**src/rtl/writeback_stage_pkg.sv**
```systemverilog
// Shared load-type encodings and extension helpers for the decode/memory/writeback stages.
package writeback_stage_pkg;

  localparam logic [2:0] LD_NONE = 3'd0;
  localparam logic [2:0] LD_LW   = 3'd1;
  localparam logic [2:0] LD_LB   = 3'd2;
  localparam logic [2:0] LD_LBU  = 3'd3;
  localparam logic [2:0] LD_LH   = 3'd4;
  localparam logic [2:0] LD_LHU  = 3'd5;

  function automatic logic [31:0] ext8(input logic [7:0] b, input logic sgn);
    return {{24{sgn & b[7]}}, b};
  endfunction

  function automatic logic [31:0] ext16(input logic [15:0] h, input logic sgn);
    return {{16{sgn & h[15]}}, h};
  endfunction

endpackage

```
**src/rtl/writeback_stage_if.sv**
```systemverilog
// MEM->WB handshake, SRAM read data, register-file write port, forwarding and debug signals.
interface writeback_stage_if #(
  parameter int unsigned PC_W  = 32,
  parameter int unsigned CNT_W = 32
);
  logic             mem_to_wb_valid;
  logic             wb_allowin;
  logic             wb_stall;
  logic [PC_W-1:0]  mem_pc;
  logic [31:0]      mem_alu_result;
  logic             mem_rf_wen;
  logic [4:0]       mem_dest;
  logic [2:0]       mem_ld_type;
  logic [31:0]      data_sram_rdata;
  logic             rf_wen;
  logic [4:0]       rf_waddr;
  logic [31:0]      rf_wdata;
  logic             forward_wb_wen;
  logic [4:0]       forward_wb_regsrc;
  logic [31:0]      forward_wb_wdata;
  logic             forward_wb_wen_reg;
  logic [4:0]       forward_wb_regsrc_reg;
  logic [31:0]      forward_wb_wdata_reg;
  logic [PC_W-1:0]  debug_wb_pc;
  logic [CNT_W-1:0] retire_cnt;

  modport master (
    output mem_to_wb_valid, wb_stall, mem_pc, mem_alu_result, mem_rf_wen, mem_dest,
           mem_ld_type, data_sram_rdata,
    input  wb_allowin, rf_wen, rf_waddr, rf_wdata, forward_wb_wen, forward_wb_regsrc,
           forward_wb_wdata, forward_wb_wen_reg, forward_wb_regsrc_reg, forward_wb_wdata_reg,
           debug_wb_pc, retire_cnt
  );

  modport slave (
    input  mem_to_wb_valid, wb_stall, mem_pc, mem_alu_result, mem_rf_wen, mem_dest,
           mem_ld_type, data_sram_rdata,
    output wb_allowin, rf_wen, rf_waddr, rf_wdata, forward_wb_wen, forward_wb_regsrc,
           forward_wb_wdata, forward_wb_wen_reg, forward_wb_regsrc_reg, forward_wb_wdata_reg,
           debug_wb_pc, retire_cnt
  );
endinterface

```
**src/rtl/wb_load_align.sv**
```systemverilog
// Selects and extends load data by type and low address bits; non-loads pass the ALU result.
module wb_load_align
  import writeback_stage_pkg::*;
(
  input  logic [2:0]  ld_type_i,
  input  logic [1:0]  addr_lo_i,
  input  logic [31:0] rdata_i,
  input  logic [31:0] alu_result_i,
  output logic [31:0] result_o
);

  logic [7:0]  byte_sel;
  logic [15:0] half_sel;

  always_comb begin
    unique case (addr_lo_i)
      2'd0: byte_sel = rdata_i[7:0];
      2'd1: byte_sel = rdata_i[15:8];
      2'd2: byte_sel = rdata_i[23:16];
      2'd3: byte_sel = rdata_i[31:24];
    endcase
    // addr[0] is ignored for halfwords; misalignment is trapped upstream.
    half_sel = addr_lo_i[1] ? rdata_i[31:16] : rdata_i[15:0];

    case (ld_type_i)
      LD_LW:   result_o = rdata_i;
      LD_LB:   result_o = ext8(byte_sel, 1'b1);
      LD_LBU:  result_o = ext8(byte_sel, 1'b0);
      LD_LH:   result_o = ext16(half_sel, 1'b1);
      LD_LHU:  result_o = ext16(half_sel, 1'b0);
      default: result_o = alu_result_i;
    endcase
  end

endmodule

```
**src/rtl/writeback_stage.sv**
```systemverilog
// Writeback stage: MEM/WB register, stall-safe load data hold, register-file write,
// forwarding sources (current and one-cycle-delayed) and retire counter.
module writeback_stage
  import writeback_stage_pkg::*;
#(
  parameter int unsigned PC_W  = 32,
  parameter int unsigned CNT_W = 32
) (
  input logic              clk,
  input logic              reset,
  writeback_stage_if.slave wb_if
);

  logic             wb_valid_q, wb_valid_d;
  logic [PC_W-1:0]  wb_pc_q, wb_pc_d;
  logic [31:0]      wb_alu_q, wb_alu_d;
  logic             wb_rf_wen_q, wb_rf_wen_d;
  logic [4:0]       wb_dest_q, wb_dest_d;
  logic [2:0]       wb_ld_type_q, wb_ld_type_d;
  logic             rdata_held_q, rdata_held_d;
  logic [31:0]      rdata_hold_q, rdata_hold_d;
  logic             fwd_wen_reg_q, fwd_wen_reg_d;
  logic [4:0]       fwd_regsrc_reg_q, fwd_regsrc_reg_d;
  logic [31:0]      fwd_wdata_reg_q, fwd_wdata_reg_d;
  logic [CNT_W-1:0] retire_cnt_q, retire_cnt_d;

  logic        allowin, accept, retire, rf_wen;
  logic [31:0] rdata_eff, result;

  wb_load_align u_load_align (
    .ld_type_i    (wb_ld_type_q),
    .addr_lo_i    (wb_alu_q[1:0]),
    .rdata_i      (rdata_eff),
    .alu_result_i (wb_alu_q),
    .result_o     (result)
  );

  always_comb begin
    allowin   = !wb_valid_q | !wb_if.wb_stall;
    accept    = wb_if.mem_to_wb_valid & allowin;
    retire    = wb_valid_q & !wb_if.wb_stall;
    rf_wen    = retire & wb_rf_wen_q & (wb_dest_q != 5'd0);
    rdata_eff = rdata_held_q ? rdata_hold_q : wb_if.data_sram_rdata;

    wb_valid_d   = wb_valid_q;
    wb_pc_d      = wb_pc_q;
    wb_alu_d     = wb_alu_q;
    wb_rf_wen_d  = wb_rf_wen_q;
    wb_dest_d    = wb_dest_q;
    wb_ld_type_d = wb_ld_type_q;
    rdata_held_d = rdata_held_q;
    rdata_hold_d = rdata_hold_q;

    if (accept) begin
      wb_valid_d   = 1'b1;
      wb_pc_d      = wb_if.mem_pc;
      wb_alu_d     = wb_if.mem_alu_result;
      wb_rf_wen_d  = wb_if.mem_rf_wen;
      wb_dest_d    = wb_if.mem_dest;
      wb_ld_type_d = wb_if.mem_ld_type;
      rdata_held_d = 1'b0;
    end else if (allowin) begin
      wb_valid_d = 1'b0;
    end else if (!rdata_held_q) begin
      // SRAM data is only valid the cycle after the request; capture it on the first stall.
      rdata_held_d = 1'b1;
      rdata_hold_d = wb_if.data_sram_rdata;
    end

    fwd_wen_reg_d    = rf_wen;
    fwd_regsrc_reg_d = wb_dest_q;
    fwd_wdata_reg_d  = result;
    retire_cnt_d     = retire_cnt_q + CNT_W'(retire);
  end

  always_ff @(posedge clk) begin
    if (reset) begin
      wb_valid_q       <= 1'b0;
      wb_pc_q          <= '0;
      wb_alu_q         <= '0;
      wb_rf_wen_q      <= 1'b0;
      wb_dest_q        <= '0;
      wb_ld_type_q     <= LD_NONE;
      rdata_held_q     <= 1'b0;
      rdata_hold_q     <= '0;
      fwd_wen_reg_q    <= 1'b0;
      fwd_regsrc_reg_q <= '0;
      fwd_wdata_reg_q  <= '0;
      retire_cnt_q     <= '0;
    end else begin
      wb_valid_q       <= wb_valid_d;
      wb_pc_q          <= wb_pc_d;
      wb_alu_q         <= wb_alu_d;
      wb_rf_wen_q      <= wb_rf_wen_d;
      wb_dest_q        <= wb_dest_d;
      wb_ld_type_q     <= wb_ld_type_d;
      rdata_held_q     <= rdata_held_d;
      rdata_hold_q     <= rdata_hold_d;
      fwd_wen_reg_q    <= fwd_wen_reg_d;
      fwd_regsrc_reg_q <= fwd_regsrc_reg_d;
      fwd_wdata_reg_q  <= fwd_wdata_reg_d;
      retire_cnt_q     <= retire_cnt_d;
    end
  end

  assign wb_if.wb_allowin            = allowin;
  assign wb_if.rf_wen                = rf_wen;
  assign wb_if.rf_waddr              = wb_dest_q;
  assign wb_if.rf_wdata              = result;
  assign wb_if.forward_wb_wen        = rf_wen;
  assign wb_if.forward_wb_regsrc     = wb_dest_q;
  assign wb_if.forward_wb_wdata      = result;
  assign wb_if.forward_wb_wen_reg    = fwd_wen_reg_q;
  assign wb_if.forward_wb_regsrc_reg = fwd_regsrc_reg_q;
  assign wb_if.forward_wb_wdata_reg  = fwd_wdata_reg_q;
  assign wb_if.debug_wb_pc           = retire ? wb_pc_q : '0;
  assign wb_if.retire_cnt            = retire_cnt_q;

endmodule

```
**src/flat_wrapper.sv**
```systemverilog
// flat-port wrapper written by rule: the top's interface ports become plain ports
module writeback_stage_flat import writeback_stage_pkg::*;
#(
  parameter int unsigned PC_W  = 32,
  parameter int unsigned CNT_W = 32
)
  (clk, reset, wb_if_mem_to_wb_valid, wb_if_wb_stall, wb_if_mem_pc, wb_if_mem_alu_result, wb_if_mem_rf_wen, wb_if_mem_dest, wb_if_mem_ld_type, wb_if_data_sram_rdata, wb_if_wb_allowin, wb_if_rf_wen, wb_if_rf_waddr, wb_if_rf_wdata, wb_if_forward_wb_wen, wb_if_forward_wb_regsrc, wb_if_forward_wb_wdata, wb_if_forward_wb_wen_reg, wb_if_forward_wb_regsrc_reg, wb_if_forward_wb_wdata_reg, wb_if_debug_wb_pc, wb_if_retire_cnt);
  writeback_stage_if #(.PC_W(PC_W), .CNT_W(CNT_W)) wb_if_i ();
  input logic clk;
  input logic reset;
  input wire logic [$bits(wb_if_i.mem_to_wb_valid)-1:0] wb_if_mem_to_wb_valid;
  input wire logic [$bits(wb_if_i.wb_stall)-1:0] wb_if_wb_stall;
  input wire logic [$bits(wb_if_i.mem_pc)-1:0] wb_if_mem_pc;
  input wire logic [$bits(wb_if_i.mem_alu_result)-1:0] wb_if_mem_alu_result;
  input wire logic [$bits(wb_if_i.mem_rf_wen)-1:0] wb_if_mem_rf_wen;
  input wire logic [$bits(wb_if_i.mem_dest)-1:0] wb_if_mem_dest;
  input wire logic [$bits(wb_if_i.mem_ld_type)-1:0] wb_if_mem_ld_type;
  input wire logic [$bits(wb_if_i.data_sram_rdata)-1:0] wb_if_data_sram_rdata;
  output wire logic [$bits(wb_if_i.wb_allowin)-1:0] wb_if_wb_allowin;
  output wire logic [$bits(wb_if_i.rf_wen)-1:0] wb_if_rf_wen;
  output wire logic [$bits(wb_if_i.rf_waddr)-1:0] wb_if_rf_waddr;
  output wire logic [$bits(wb_if_i.rf_wdata)-1:0] wb_if_rf_wdata;
  output wire logic [$bits(wb_if_i.forward_wb_wen)-1:0] wb_if_forward_wb_wen;
  output wire logic [$bits(wb_if_i.forward_wb_regsrc)-1:0] wb_if_forward_wb_regsrc;
  output wire logic [$bits(wb_if_i.forward_wb_wdata)-1:0] wb_if_forward_wb_wdata;
  output wire logic [$bits(wb_if_i.forward_wb_wen_reg)-1:0] wb_if_forward_wb_wen_reg;
  output wire logic [$bits(wb_if_i.forward_wb_regsrc_reg)-1:0] wb_if_forward_wb_regsrc_reg;
  output wire logic [$bits(wb_if_i.forward_wb_wdata_reg)-1:0] wb_if_forward_wb_wdata_reg;
  output wire logic [$bits(wb_if_i.debug_wb_pc)-1:0] wb_if_debug_wb_pc;
  output wire logic [$bits(wb_if_i.retire_cnt)-1:0] wb_if_retire_cnt;
  assign wb_if_i.mem_to_wb_valid = wb_if_mem_to_wb_valid;
  assign wb_if_i.wb_stall = wb_if_wb_stall;
  assign wb_if_i.mem_pc = wb_if_mem_pc;
  assign wb_if_i.mem_alu_result = wb_if_mem_alu_result;
  assign wb_if_i.mem_rf_wen = wb_if_mem_rf_wen;
  assign wb_if_i.mem_dest = wb_if_mem_dest;
  assign wb_if_i.mem_ld_type = wb_if_mem_ld_type;
  assign wb_if_i.data_sram_rdata = wb_if_data_sram_rdata;
  assign wb_if_wb_allowin = wb_if_i.wb_allowin;
  assign wb_if_rf_wen = wb_if_i.rf_wen;
  assign wb_if_rf_waddr = wb_if_i.rf_waddr;
  assign wb_if_rf_wdata = wb_if_i.rf_wdata;
  assign wb_if_forward_wb_wen = wb_if_i.forward_wb_wen;
  assign wb_if_forward_wb_regsrc = wb_if_i.forward_wb_regsrc;
  assign wb_if_forward_wb_wdata = wb_if_i.forward_wb_wdata;
  assign wb_if_forward_wb_wen_reg = wb_if_i.forward_wb_wen_reg;
  assign wb_if_forward_wb_regsrc_reg = wb_if_i.forward_wb_regsrc_reg;
  assign wb_if_forward_wb_wdata_reg = wb_if_i.forward_wb_wdata_reg;
  assign wb_if_debug_wb_pc = wb_if_i.debug_wb_pc;
  assign wb_if_retire_cnt = wb_if_i.retire_cnt;
  writeback_stage #(.PC_W(PC_W), .CNT_W(CNT_W)) u_core (.clk(clk), .reset(reset), .wb_if(wb_if_i));
endmodule
```
**config.mk**
```make
export PLATFORM = sky130hd
export DESIGN_NAME = writeback_stage_flat
export DESIGN_NICKNAME = d
export VERILOG_FILES = /design/src/rtl/writeback_stage_pkg.sv /design/src/rtl/writeback_stage_if.sv /design/src/rtl/wb_load_align.sv /design/src/rtl/writeback_stage.sv /design/src/flat_wrapper.sv
export SDC_FILE = /design/constraint.sdc
export NUM_CORES = 1
export LEC_CHECK = 0
export BUFFER_PORTS_ARGS = -buffer_cell sky130_fd_sc_hd__buf_2
export CAP_MARGIN = 20
export CORE_MARGIN = 2
export CORE_UTILIZATION = 28
export DETAILED_ROUTE_END_ITERATION = 10
export HOLD_SLACK_MARGIN = 0.03
export PLACE_DENSITY = 0.55
export RECOVER_POWER = 100
export SLEW_MARGIN = 40
export SYNTH_ARGS = -nofsm -noshare
export SYNTH_HDL_FRONTEND = slang
export SYNTH_SLANG_ARGS = --single-unit
```
**constraint.sdc**
```tcl
create_clock -name clk -period 2.89 [get_ports clk]
set_input_delay 0.289 -clock clk [delete_from_list [all_inputs] [get_ports clk]]
set_output_delay 0.289 -clock clk [all_outputs]
set_load 0.02 [all_outputs]
```
; ---- After elaboration in Yosys (flattened, before gate mapping)
; Index checks and enable logic that the tools add are counted.
[word_totals]
register_bits = 177
word_cells = 42
romBits = 0
latch_bits = 0
in_bits = 109
memories = 0
output_inout_bits = 179
mem_bits_rw = 0
[classes]
reduce_logical = 7
add_sub_neg = 1
n_bitwise = 7
n_eq_ne = 8
n_mul = 0
n_lt_le_gt_ge = 0
shifts = 0
div_mod_pow = 0
mux = 7
[ops]
columns = operator, count
row1 = case mux 32 bit (5 select lines), 1
row2 = 2-to-1 mux 32 bit, 2
row3 = adder 32 x 1 -> 32 bit, 1
row4 = case mux 8 bit (4 select lines), 1
row5 = 2-to-1 mux 16 bit, 1
row6 = equality test 3 x 2 -> 1 bit (second input constant), 2
row7 = equality test 3 bit (second input constant), 2
row8 = nonzero test 5 bit, 1
row9 = bitwise AND 1 bit, 4
row10 = equality test 2 bit (second input constant), 2
row11 = equality test 3 x 1 -> 1 bit (second input constant), 1
row12 = equality test 2 x 1 -> 1 bit (second input constant), 1
row13 = zero test 1 bit, 2
row14 = zero test 2 bit, 1
row15 = 2-to-1 mux 1 bit, 2
row16 = inverter 1 bit, 2
row17 = AND reduction 2 bit, 1
row18 = nonzero test 2 bit, 1
row19 = OR reduction 2 bit, 1
row20 = bitwise OR 1 bit, 1

; ---- Longest topological paths before layout
; Gate-level depths: netlist of run 1.
[logic_depth]
ltp_word = 5
mapped_depth = 10
ltp_nobuf = 7

; ---- By module
; From an unflattened synthesis of run 1, not the netlist that was laid out.
[hier_totals]
hier_cells = 980
hier_area_um2 = 8170.3
[modules_own_cells]
columns = module, area_each_um2, cells_each, instances, seq_area_each_um2
row1 = writeback_stage, 7090.6, 827, 1, 3543.4
row2 = wb_load_align, 1079.8, 153, 1, 0.0

; ---- Worst setup path after synthesis of run 1
; No wires, ideal clock.
[synth_path]
kind = reg2reg
from = register u_core.wb_valid_q
to = register u_core.retire_cnt_q[30] (netlist: u_core.wb_if.retire_cnt[30])
setup_time_ns = 0.070
path_slack_ns = 0.400
synth_period_minus_slack_ns = 2.490
t_required_ns = 2.820
arrival_ns = 2.420
stages_incl_launch_ff = 10
path_buffers = 2
path_cell_list = dfxtp_1 -> nor2b_1 -> clkbuf_1 -> ha_1 -> ha_1 -> nand2_1 -> or3_1 -> buf_2 -> or4_1 -> a21oi_1
[synth_via]
elab_chain_len = 2
[synth_lines]
columns = item, line_no
row1 = "start, declared", writeback_stage.sv:14  ; logic wb_valid_q, wb_valid_d;
row2 = "start signal, assigned", writeback_stage.sv:91  ; wb_valid_q <= wb_valid_d;
row3 = bitwise AND 1 bit, writeback_stage.sv:41  ; retire = wb_valid_q & !wb_if.wb_stall;
row4 = adder 32 x 1 -> 32 bit, writeback_stage.sv:73  ; retire_cnt_d = retire_cnt_q + CNT_W'(retire);
row5 = "end signal, assigned", writeback_stage.sv:102  ; retire_cnt_q <= retire_cnt_d;
row6 = "end, declared", writeback_stage.sv:25  ; logic [CNT_W-1:0] retire_cnt_q, retire_cnt_d;
; No other way between the ends.
; A chain may end at the register's enable or synchronous reset.

; ---- Worst setup path in the final report of run 1
[layout_path]
from = register u_core.rdata_held_q
to = output wb_if_forward_wb_wdata[14]
[layout_via]
elab_chain_len = 3
word_cells_on_any_way = 4
cone_classes = 4 x mux
[layout_lines]
columns = item, line_no
row1 = "start, declared", writeback_stage.sv:20  ; logic rdata_held_q, rdata_held_d;
row2 = "start signal, assigned", writeback_stage.sv:97  ; rdata_held_q <= rdata_held_d;
row3 = 2-to-1 mux 32 bit (*), writeback_stage.sv:43  ; rdata_eff = rdata_held_q ? rdata_hold_q : wb_if.data_sram_rdata;
row4 = case mux 8 bit (4 select lines) or 2-to-1 mux 16 bit (tied branches), "wb_load_align.sv:16, wb_load_align.sv:23"
row5 = case mux 32 bit (5 select lines) (*), wb_load_align.sv:25  ; case (ld_type_i)
row6 = "end, declared", flat_wrapper.sv:25  ; output wire logic [$bits(wb_if_i.forward_wb_wdata)-1:0] wb_if_forward_wb_wdata;
; Every way passes the cells marked *; elsewhere a longest branch is shown, timed or not.

==> results of run 1 <==
==> cells by family after synthesis <==
group	after synthesis	share of synthesized area [%]
adders and majority gates	2	0.298
DFF	177	42.2
and+or+nand+nor	441	24.1
buffers and inverters	128	8.13
xor gates and xnor gates	9	0.938
AOI/OAI and AO/OA	200	15.0
muxes	59	9.34
==> worst max-delay path by stage <==
stage                           startpoint                           to  slack [ps]  cells after the start
finish                 u_core.rdata_held_q   wb_if_forward_wb_wdata[14]         100                      6
global route            u_core.wb_alu_q[1]    wb_if_forward_wb_wdata[9]         -40                      6
floorplan                u_core.wb_valid_q  u_core.wb_if.retire_cnt[30]         400                      9
global placement            wb_if_wb_stall  u_core.wb_if.retire_cnt[30]         440                      8
detailed placement          wb_if_wb_stall  u_core.wb_if.retire_cnt[22]         400                      8
CTS                 u_core.wb_ld_type_q[0]           wb_if_rf_wdata[21]          60                      6
==> what timing repair did <==
| action | 4_1_cts | 5_1_grt |
|---|---|---|
| setup buffers | 1 | 0 |
| gates resized for setup | 2 | 3 |
| setup endpoints to repair | 10 | 18 |
| pin swaps | 1 | 0 |
==> tightest hold or removal path: stages <==
cell and delay (ps):
buf_2 100, nand2_1 40, a21oi_1 50
==> metal layers <==
layer,track usage [%],vias to the layer above,part of all wire [%]
met4,3.89,2,0.90
met1,23.6,3768,47
li1,-,3885,-
met2,27.1,230,46
met3,4.02,20,6.1
met5,0,-,0.047
==> synthesized netlist by cell type, drive strengths merged (2+ instances only) <==
cell / number / area (sq um)
clkbuf: 51 / 194
nor3: 24 / 120
or3: 8 / 51.3
and4: 5 / 43.8
a211oi: 3 / 22.5
a222oi: 5 / 50.1
mux2: 15 / 169
a31oi: 3 / 18.8
o32ai: 18 / 233
or2: 2 / 12.5
buf: 69 / 459
mux2i: 30 / 300
nor3b: 3 / 22.5
and3b: 2 / 17.5
nand2b: 4 / 25.0
or4: 12 / 90.1
o21ai: 18 / 90.1
xnor2: 7 / 61.3
nor4: 6 / 43.8
xor2: 2 / 17.5
a21oi: 126 / 631
o31ai: 13 / 97.6
and2: 39 / 244
nand3: 12 / 65.1
ha: 2 / 25.0
o2bb2ai: 3 / 26.3
dfxtp: 177 / 3540
nand2: 232 / 871
nor2b: 20 / 125
o2111ai: 5 / 43.8
nor2: 65 / 244
inv: 8 / 30.0
nand4: 3 / 18.8
mux4: 14 / 315
==> area by class of cell <==
class | instances | area [sq um]
antenna | 2 | 5.00
multi-input combinational | 711 | 4200
timing repair buffer | 319 | 1510
clock buffer | 19 | 443
clock inverter | 13 | 184
inverter | 8 | 30.0
tap | 390 | 488
fill | 3251 | 19200
sequential | 177 | 3550
==> metrics by stage <==
step	cell area (sq um)	hold slack, ps
6_report	10400	83.3
5_1_grt	10400	67.1
4_1_cts	10600	61.5
3_5_place_dp	9980	442
3_3_place_gp	9980	438
2_1_floorplan	8400	410
==> power by group <==
part	total [W]	switching (W)	internal, W
logic	0.00116	0.000776	0.000386
registers	0.00263	0.0000693	0.00257
clock network	0.00252	0.00104	0.00148
==> impl_metrics.toml, run 1 <==
[outcome]
status = "complete, no violations"

[critical_path]
start_kind = "register"
regToRegSetupSlack_ps = 390
crit_top_cell = "buf_4"
cpMaxStageDelayCell = "a222oi_1"
rr_worst_depth = 7
required_ps = 2600
crit_family = "buffers and inverters"
r2r_start = "u_core.wb_valid_q"
cp_data_arrival_time_ps = 2500
crit_path_max_fanout = 19
critPathCaptureType = "primary output"
path_cells = "buf_4, mux2_2, a222oi_1, buf_4, nand2_1, buf_2"
cp_slowest_stage_delay_ps = 470
crit_type = "reg2out"
critPathBufInv = 3
reg2reg_to = "u_core.wb_if.retire_cnt[22]"

[placement]
post-place-ws_ps = 400
placedCellCount = 1604
hpwl_um = 19800
gp_congestion = 0.819
port_buffers = 287

[sta]
worstMarginPinSlew_ps = 1350
clock_skew_ps = 11.1
rsz0062_at_grt = "true"
fin_crit_sh_pct = 96.6
fin_setup_tns_ps = 0
slew_violations = 0
fmax_ghz = 0.358
setup_viol = 0
slew-limit-headroom_pct = 10.1
timing.final.ws_setup_ps = 98.6
fin_crit_ps = 2790
hold_viol = 0

[routing]
drt-initial-drc-count = 453
postRouteAntennaNets = 0
drc = 0
vias = 7905
via_per_inst = 4.82
routed_wl_um = 27500
firstDrtPassIters = 6
wl_per_cell_um = 16.8

[floorplan]
die_w_um = 177
fp.coreArea_sq_um = 29600
die_height_um = 177
ioPinCount = 288
rows = 63
die_area_sq_um = 31400
initial_core_util_pct = 28.4

[logic_synthesis]
syn_inst = 1016
ys_ff_latch = 177
synth_edf_count = 0
ys_async_sr_fraction_pct = 0
synth.distinct_cells = 53
synth_flop_cell = "dfxtp_1"
synthesis.nets = 1127
yosysSeqAreaShare_pct = 42.2
syn_avg_cell_area_sq_um = 8.27
synth_area_sq_um = 8400
ys_warn_count = 0

[finish]
fin_nets = 1345
area_growth_pct = 23.9
final_cells = 1639
fin_util_pct = 35.2
final_common_cell = "nand2_1"
layout_common_cells = "nand2_1, dfxtp_1, buf_2"
drive_gt1_share_pct = 21.9

[job]
drv_cap = 0

[min_path]
hp-class = "in2reg"
hold-path-cell-count = 3
hold_path_end = "u_core.wb_rf_wen_q"
min_from = "wb_if_mem_rf_wen"

[pwr]
power-per-cell-area_nw_per_um2 = 607
power_w = 0.00631
irDropWorstVdd_mv = 0.328
leakagePower_nw = 3.94

[grt]
grt_pass1_wl_um = 41300
grt_pass1_vias = 7391
overflow = 0
grt_use_total_pct = 17.1
grt_max_degree = 62
antenna_found_initial = 5

[clocking]
clk_path_buf_depth = 2
clkTransAtPathRegs_ps = 70
clock_sinks = 177
clk-insertion-delay-late_ps = 440
tritoncts = "done"
holdBufCountCts = 0
cts-root-buf = "clkbuf_16"
cts_made_buffers = 17
cts-htree-levels = 4
(Power assumes the default switching activity.)
==> run 2, diff against run 1 <==
--- a/config.mk
+++ b/config.mk
@@ -16,4 +16,5 @@
 export SLEW_MARGIN = 40
 export SYNTH_ARGS = -nofsm -noshare
 export SYNTH_HDL_FRONTEND = slang
+export SYNTH_HIERARCHICAL = 1
 export SYNTH_SLANG_ARGS = --single-unit
==> impl_metrics.toml, run 2 <==
[outcome]
status = "complete, no violations"

[grt]
grt_busiest_layer = "met2"
grtUsageMet1_pct = 23.1
use_met3_pct = 3.89
grt.met2_usage_pct = 25.7
antenna_found_initial = 4
grt_pass1_vias = 6776
grt_use_total_pct = 16.6
grt_pass1_wl_um = 39400
overflow = 0
grt_max_degree = 63

[critical_path]
cp_data_arrival_time_ps = 2520
start_kind = "register"
rr_worst_depth = 7
required_ps = 2600
crit_type = "reg2out"
critPathCaptureType = "primary output"
crit_path_max_fanout = 18

[floorplan]
die_w_um = 175
rows = 62
ioPinCount = 288
die_height_um = 175
fp.coreArea_sq_um = 28700
initial_core_util_pct = 28.5
die_area_sq_um = 30600

[clocking]
cts-htree-levels = 4
cts_resized = 2
tritoncts = "done"
clk-insertion-delay-late_ps = 430
cts-root-buf = "clkbuf_16"
cts_setup_buffers = 0
clkTransAtPathRegs_ps = 70
holdBufCountCts = 0
clock_sinks = 177
clk_path_buf_depth = 2
cts_made_buffers = 17

[pwr]
irDropWorstVdd_mv = 0.304
power-per-cell-area_nw_per_um2 = 606
leakagePower_nw = 4.18

[logic_synthesis]
synth.most_common_cell = "nand2_1"
synthesis.nets = 1092
synth_top_area_share_pct = 43.4
syn_avg_cell_area_sq_um = 8.34
syn_inst = 980
synth_area_leaders = "dfxtp_1, nand2_1, mux2_2"
synth.distinct_cells = 53
ys_ff_latch = 177
synth_flop_cell = "dfxtp_1"
ys_warn_count = 6
synth_commonest_cells = "nand2_1, dfxtp_1, a21oi_1"
synth_edf_count = 0
yosysTopAreaCell = "dfxtp_1"
ys_async_sr_fraction_pct = 0
yosysSeqAreaShare_pct = 43.4
synth_area_sq_um = 8170

[job]
drv_cap = 0

[routing]
drt-initial-drc-count = 431
wl_per_cell_um = 16.2
via_per_inst = 4.69
vias = 7472
firstDrtPassIters = 5
postRouteAntennaNets = 0
drc = 0
routed_wl_um = 25800

[sta]
fin_crit_sh_pct = 97.2
hold_viol = 0
fin_setup_tns_ps = 0
fin_crit_ps = 2810
fmax_ghz = 0.356
worstMarginPinSlew_ps = 1410
setup_viol = 0
rsz0062_at_grt = "false"
clock_skew_ps = 14.2
timing.final.ws_setup_ps = 82.1
slew-limit-headroom_pct = 6.26
hold_ws_ps = 88.7
slew_violations = 0

[placement]
placedCellCount = 1562
post-place-ws_ps = 383
gp_congestion = 0.807
hpwl_um = 18400
port_buffers = 287

[finish]
final_common_cell = "nand2_1"
drive_gt1_share_pct = 24.6
fin_nets = 1309
layout_common_cells = "nand2_1, dfxtp_1, buf_2"
fin_util_pct = 35.2
antennaDiodeCount = 0
area_growth_pct = 23.8
final_cells = 1594

[min_path]
hp-class = "in2reg"
hold-path-cell-count = 3
-- run 2: cell count changes in the layout (fill, tap and decap cells not counted), moves of 24 or more --
| cell | previous run | this run |
|---|---|---|
| nor2b_1 | 20 | 44 |
| nand2_1 | 232 | 183 |
| mux2_2 | 15 | 56 |
| clkbuf_2 | 29 | 61 |
| clkbuf_1 | 130 | 106 |
| a21oi_1 | 126 | 99 |
-- run 2: path summary, 6_finish.rpt --
kind / start / endpoint / slack [ps]
setup / recovery: u_core/rdata_held_q / wb_if_rf_wdata[1] / 80
hold / removal: wb_if_mem_pc[23] / u_core/wb_pc_q[23] / 90
setup reg to reg: u_core/wb_valid_q / u_core/wb_if.retire_cnt[21] / 290
hold reg to reg: u_core/wb_pc_q[23] / u_core/wb_pc_q[23] / 450
-- run 2: power breakdown --
| part | leakage [nW] | switching [W] | total [W] | internal, W |
|---|---|---|---|---|
| Sequential | 1.45 | 0.0000655 | 0.00263 | 0.00256 |
| Combinational | 2.44 | 0.000645 | 0.00101 | 0.000361 |
| Clock | 0.299 | 0.00111 | 0.00250 | 0.00139 |
-- run 2: critical path, stage by stage, from the launching register on --
cell	delay [ps]
dfxtp_2	410
buf_6	230
mux2_2	400
mux2_2	290
a32o_1	250
a221o_1	330
buf_2	190
-- run 2: layout make-up --
| class | instances | area (sq um) |
|---|---|---|
| fillers | 3155 | 18600 |
| repair buffers | 304 | 1430 |
| inverters | 9 | 33.8 |
| flip-flops and latches | 177 | 3540 |
| clock buffers | 17 | 425 |
| clock inverters | 15 | 198 |
| multi-input cells | 688 | 4000 |
| well taps | 384 | 480 |
-- run 2: kinds of logic after synthesis --
| group | count (synthesis) | synth area share, % |
|---|---|---|
| compound gates | 162 | 12.2 |
| xor+xnor | 12 | 1.29 |
| mux | 65 | 8.85 |
| buf+inv | 115 | 7.66 |
| fa+ha+maj | 3 | 0.459 |
| flops | 177 | 43.4 |
| simple gates | 446 | 26.2 |
-- run 2: metal layers --
layer,vias to the layer above,part of all wire [%],wire (um)
li1,3701,-,-
met4,6,1.3,335
met5,-,0.14,35
met3,23,6.0,1540
met1,3535,46,12000
met2,207,46,11900
-- run 2: through the flow --
step	instance area, sq um	power (W)
6_report	10100	0.00613
5_1_grt	10100	0.00643
4_1_cts	10300	0.00625
3_5_place_dp	9660	0.00371
3_3_place_gp	9660	0.00370
2_1_floorplan	8170	0.00341
==> run 3, diff against run 2 <==
--- a/config.mk
+++ b/config.mk
@@ -5,14 +5,14 @@
 export SDC_FILE = /design/constraint.sdc
 export NUM_CORES = 1
 export LEC_CHECK = 0
-export BUFFER_PORTS_ARGS = -buffer_cell sky130_fd_sc_hd__buf_2
+export ABC_AREA = 1
+export BUFFER_PORTS_ARGS = -buffer_cell sky130_fd_sc_hd__clkbuf_2
 export CAP_MARGIN = 20
 export CORE_MARGIN = 2
 export CORE_UTILIZATION = 28
 export DETAILED_ROUTE_END_ITERATION = 10
 export HOLD_SLACK_MARGIN = 0.03
 export PLACE_DENSITY = 0.55
-export RECOVER_POWER = 100
 export SLEW_MARGIN = 40
 export SYNTH_ARGS = -nofsm -noshare
 export SYNTH_HDL_FRONTEND = slang
==> impl_metrics.toml, run 3 <==
[sta]
fmax_ghz = 0.368
hold_viol = 0
fin_crit_ps = 2720
slew-limit-headroom_pct = 46.3
timing.final.ws_setup_ps = 174
setup_viol = 0
fin_crit_sh_pct = 94.0
hold_ws_ps = 96.2
fin_setup_tns_ps = 0
worstMarginPinSlew_ps = 805
slew_violations = 0
rsz0062_at_grt = "false"
clock_skew_ps = 14.8

[pwr]
combPwrFrac_pct = 20.8
swShare_pct = 32.9
leakagePower_nw = 4.88
seq_power_share_pct = 41.2
power-per-cell-area_nw_per_um2 = 626
irDropWorstVdd_mv = 0.325
power_frac_clock_pct = 38.0
p_int_w = 0.00434
p_sw_w = 0.00213

[routing]
drt-initial-drc-count = 475
vias = 8222
via_per_inst = 4.57
drc = 0
firstDrtPassIters = 6
postRouteAntennaNets = 0
wl_per_cell_um = 15.4
routed_wl_um = 27800

[clocking]
clock_sinks = 177
tritoncts = "done"
clk_path_buf_depth = 2
clkTransAtPathRegs_ps = 80
holdBufCountCts = 0
cts-root-buf = "clkbuf_16"
clk-insertion-delay-late_ps = 450
cts-htree-levels = 4
cts_made_buffers = 17

[logic_synthesis]
synth_flop_cell = "dfxtp_1"
synth_edf_count = 0
synth_commonest_cells = "nor2_1, dfxtp_1, nand2_1"
synth.distinct_cells = 31
ys_async_sr_fraction_pct = 0
synth.most_common_cell = "nor2_1"
synthesis.nets = 1292
synth_area_sq_um = 8220
yosysSeqAreaShare_pct = 43.1
ys_ff_latch = 177
synth_top_area_share_pct = 43.1
synth_area_leaders = "dfxtp_1, nor2_1, o21ai_0"
ys_warn_count = 6
syn_avg_cell_area_sq_um = 6.97
yosysTopAreaCell = "dfxtp_1"
syn_inst = 1180

[placement]
place_area_sq_um = 9630
hpwl_um = 20200
gp_congestion = 0.891
post-place-ws_ps = 287
port_buffers = 287

[outcome]
status = "complete, no violations"

[critical_path]
critPathCaptureType = "primary output"
crit_top_cell = "nand2_2"
reg2reg_to = "u_core/wb_if.retire_cnt[20]"
cp_slowest_stage_delay_ps = 340
path_cells = "inv_2, or2_2, o21ai_0, inv_1, nand2_1, nand2_2, nand2_2, nand2_4, nand2_8, buf_6, nand4_1, buf_4"
rr_worst_depth = 11
start_kind = "register"
cp_data_arrival_time_ps = 2430
crit_end = "wb_if_forward_wb_wdata[15]"
cpMaxStageDelayCell = "dfxtp_2"
crit_path_max_fanout = 11
required_ps = 2600
critPathLaunch = "u_core/rdata_held_q"
crit_type = "reg2out"
r2r_start = "u_core/wb_valid_q"
regToRegSetupSlack_ps = 800

[floorplan]
fp.coreArea_sq_um = 28800
die_area_sq_um = 30700
ioPinCount = 288
die_w_um = 175
initial_core_util_pct = 28.6
die_height_um = 175
rows = 62

[grt]
antenna_found_initial = 2
grtUsageMet1_pct = 23.8
grt_max_degree = 71
grt_pass1_vias = 7486
grt_busiest_layer = "met2"
grt_use_total_pct = 17.7
grt.met2_usage_pct = 27.6
use_met3_pct = 4.44
overflow = 0
grt_pass1_wl_um = 41700

[finish]
final_cell_area_sq_um = 10300
fin_nets = 1513
layout_common_cells = "clkbuf_2, nor2_1, dfxtp_1"
multi_input_area_sq_um = 3600
final_common_cell = "clkbuf_2"
regArea_sq_um = 3540
area_growth_pct = 25.6
n_fill_cell = 3145
drive_gt1_share_pct = 27.9

[job]
drv_cap = 0

[min_path]
hp-class = "in2reg"
==> run 3: cell types whose count changed in the layout (fill, tap and decap cells not counted), sizes merged, moves of 44 or more <==
| cell | previous run | this run |
|---|---|---|
| nor2 | 82 | 245 |
| o21ai | 14 | 150 |
| inv | 16 | 147 |
| buf | 137 | 15 |
| clkbuf | 184 | 302 |
| mux2 | 58 | 0 |
| nor2b | 44 | 0 |
==> run 3: repair_timing <==
action | 4_1_cts | 5_1_grt
endpoints found under the setup margin | 44 | 54
setup buffers | 0 | 3
pin swaps | 1 | 3
gates resized for setup | 1 | 18
cloned | 0 | 1
==> run 3: through the flow <==
step	util, %	power (W)	std cells
5_1_grt	35.9	0.00676	1798
4_1_cts	35.6	0.00652	1794
6_report	35.9	0.00647	1799
3_3_place_gp	33.4	0.00403	1762
2_1_floorplan	-	0.00368	1180
3_5_place_dp	33.4	0.00405	1762
==> run 3: kinds of logic (layout without fill, tap and decap cells) <==
| kind of cell | Yosys count | count (layout) | synth area share [%] |
|---|---|---|---|
| AND/OR/NAND/NOR | 508 | 509 | 26.9 |
| buffers and inverters | 238 | 471 | 13.7 |
| AO/OA/AOI/OAI | 249 | 249 | 15.4 |
| flip-flops | 177 | 177 | 43.1 |
| other | 0 | 1 | 0 |
| adder cells (fa/ha/maj) | 3 | 3 | 0.457 |
| XOR/XNOR | 5 | 5 | 0.533 |
==> run 3: power groups by stage <==
stage	clock network, W	registers, W	logic, W
after floorplan	0	0.00279	0.000891
after global placement	0	0.00272	0.00132
after detailed placement	0	0.00272	0.00132
after CTS	0.00252	0.00266	0.00133
after global routing	0.00261	0.00268	0.00147
final	0.00246	0.00266	0.00135
==> run 3: how the worst min path moves through the flow <==
stage	startpoint	endpoint	slack, ps	cells past startpoint
3_3_place_gp	u_core/wb_pc_q[18]	u_core/wb_pc_q[18]	440	2
5_1_grt	wb_if_mem_alu_result[16]	u_core/wb_alu_q[16]	90	3
6_report	wb_if_mem_alu_result[22]	u_core/wb_alu_q[22]	100	3
4_1_cts	wb_if_mem_alu_result[3]	u_core/wb_alu_q[3]	80	3
2_1_floorplan	u_core/wb_pc_q[10]	u_core/wb_pc_q[10]	430	2
3_5_place_dp	u_core/wb_pc_q[22]	u_core/wb_pc_q[22]	440	2
==> run 3: layout make-up <==
class | count | area share (%)
antenna | 1 | 0.0242
clock buffer | 18 | 4.25
clock inverter | 14 | 1.62
inverter | 140 | 5.11
multi-input combinational | 766 | 34.9
sequential | 177 | 34.3
tap | 384 | 4.65
timing repair buffer | 299 | 15.1
==> run 3: critical path, delay by kind of cell (launching register included) <==
family / cells / cell delay (ps)
AOI/OAI and AO/OA: 1 / 110
buffers and inverters: 4 / 550
DFF: 1 / 340
and+or+nand+nor: 7 / 970
==> run 3: routing by layer <==
metal,share of wire (%),vias to the layer above
met5,0.058,-
met4,1.7,2
met3,7.5,30
met2,44,297
met1,47,3774
li1,-,4119
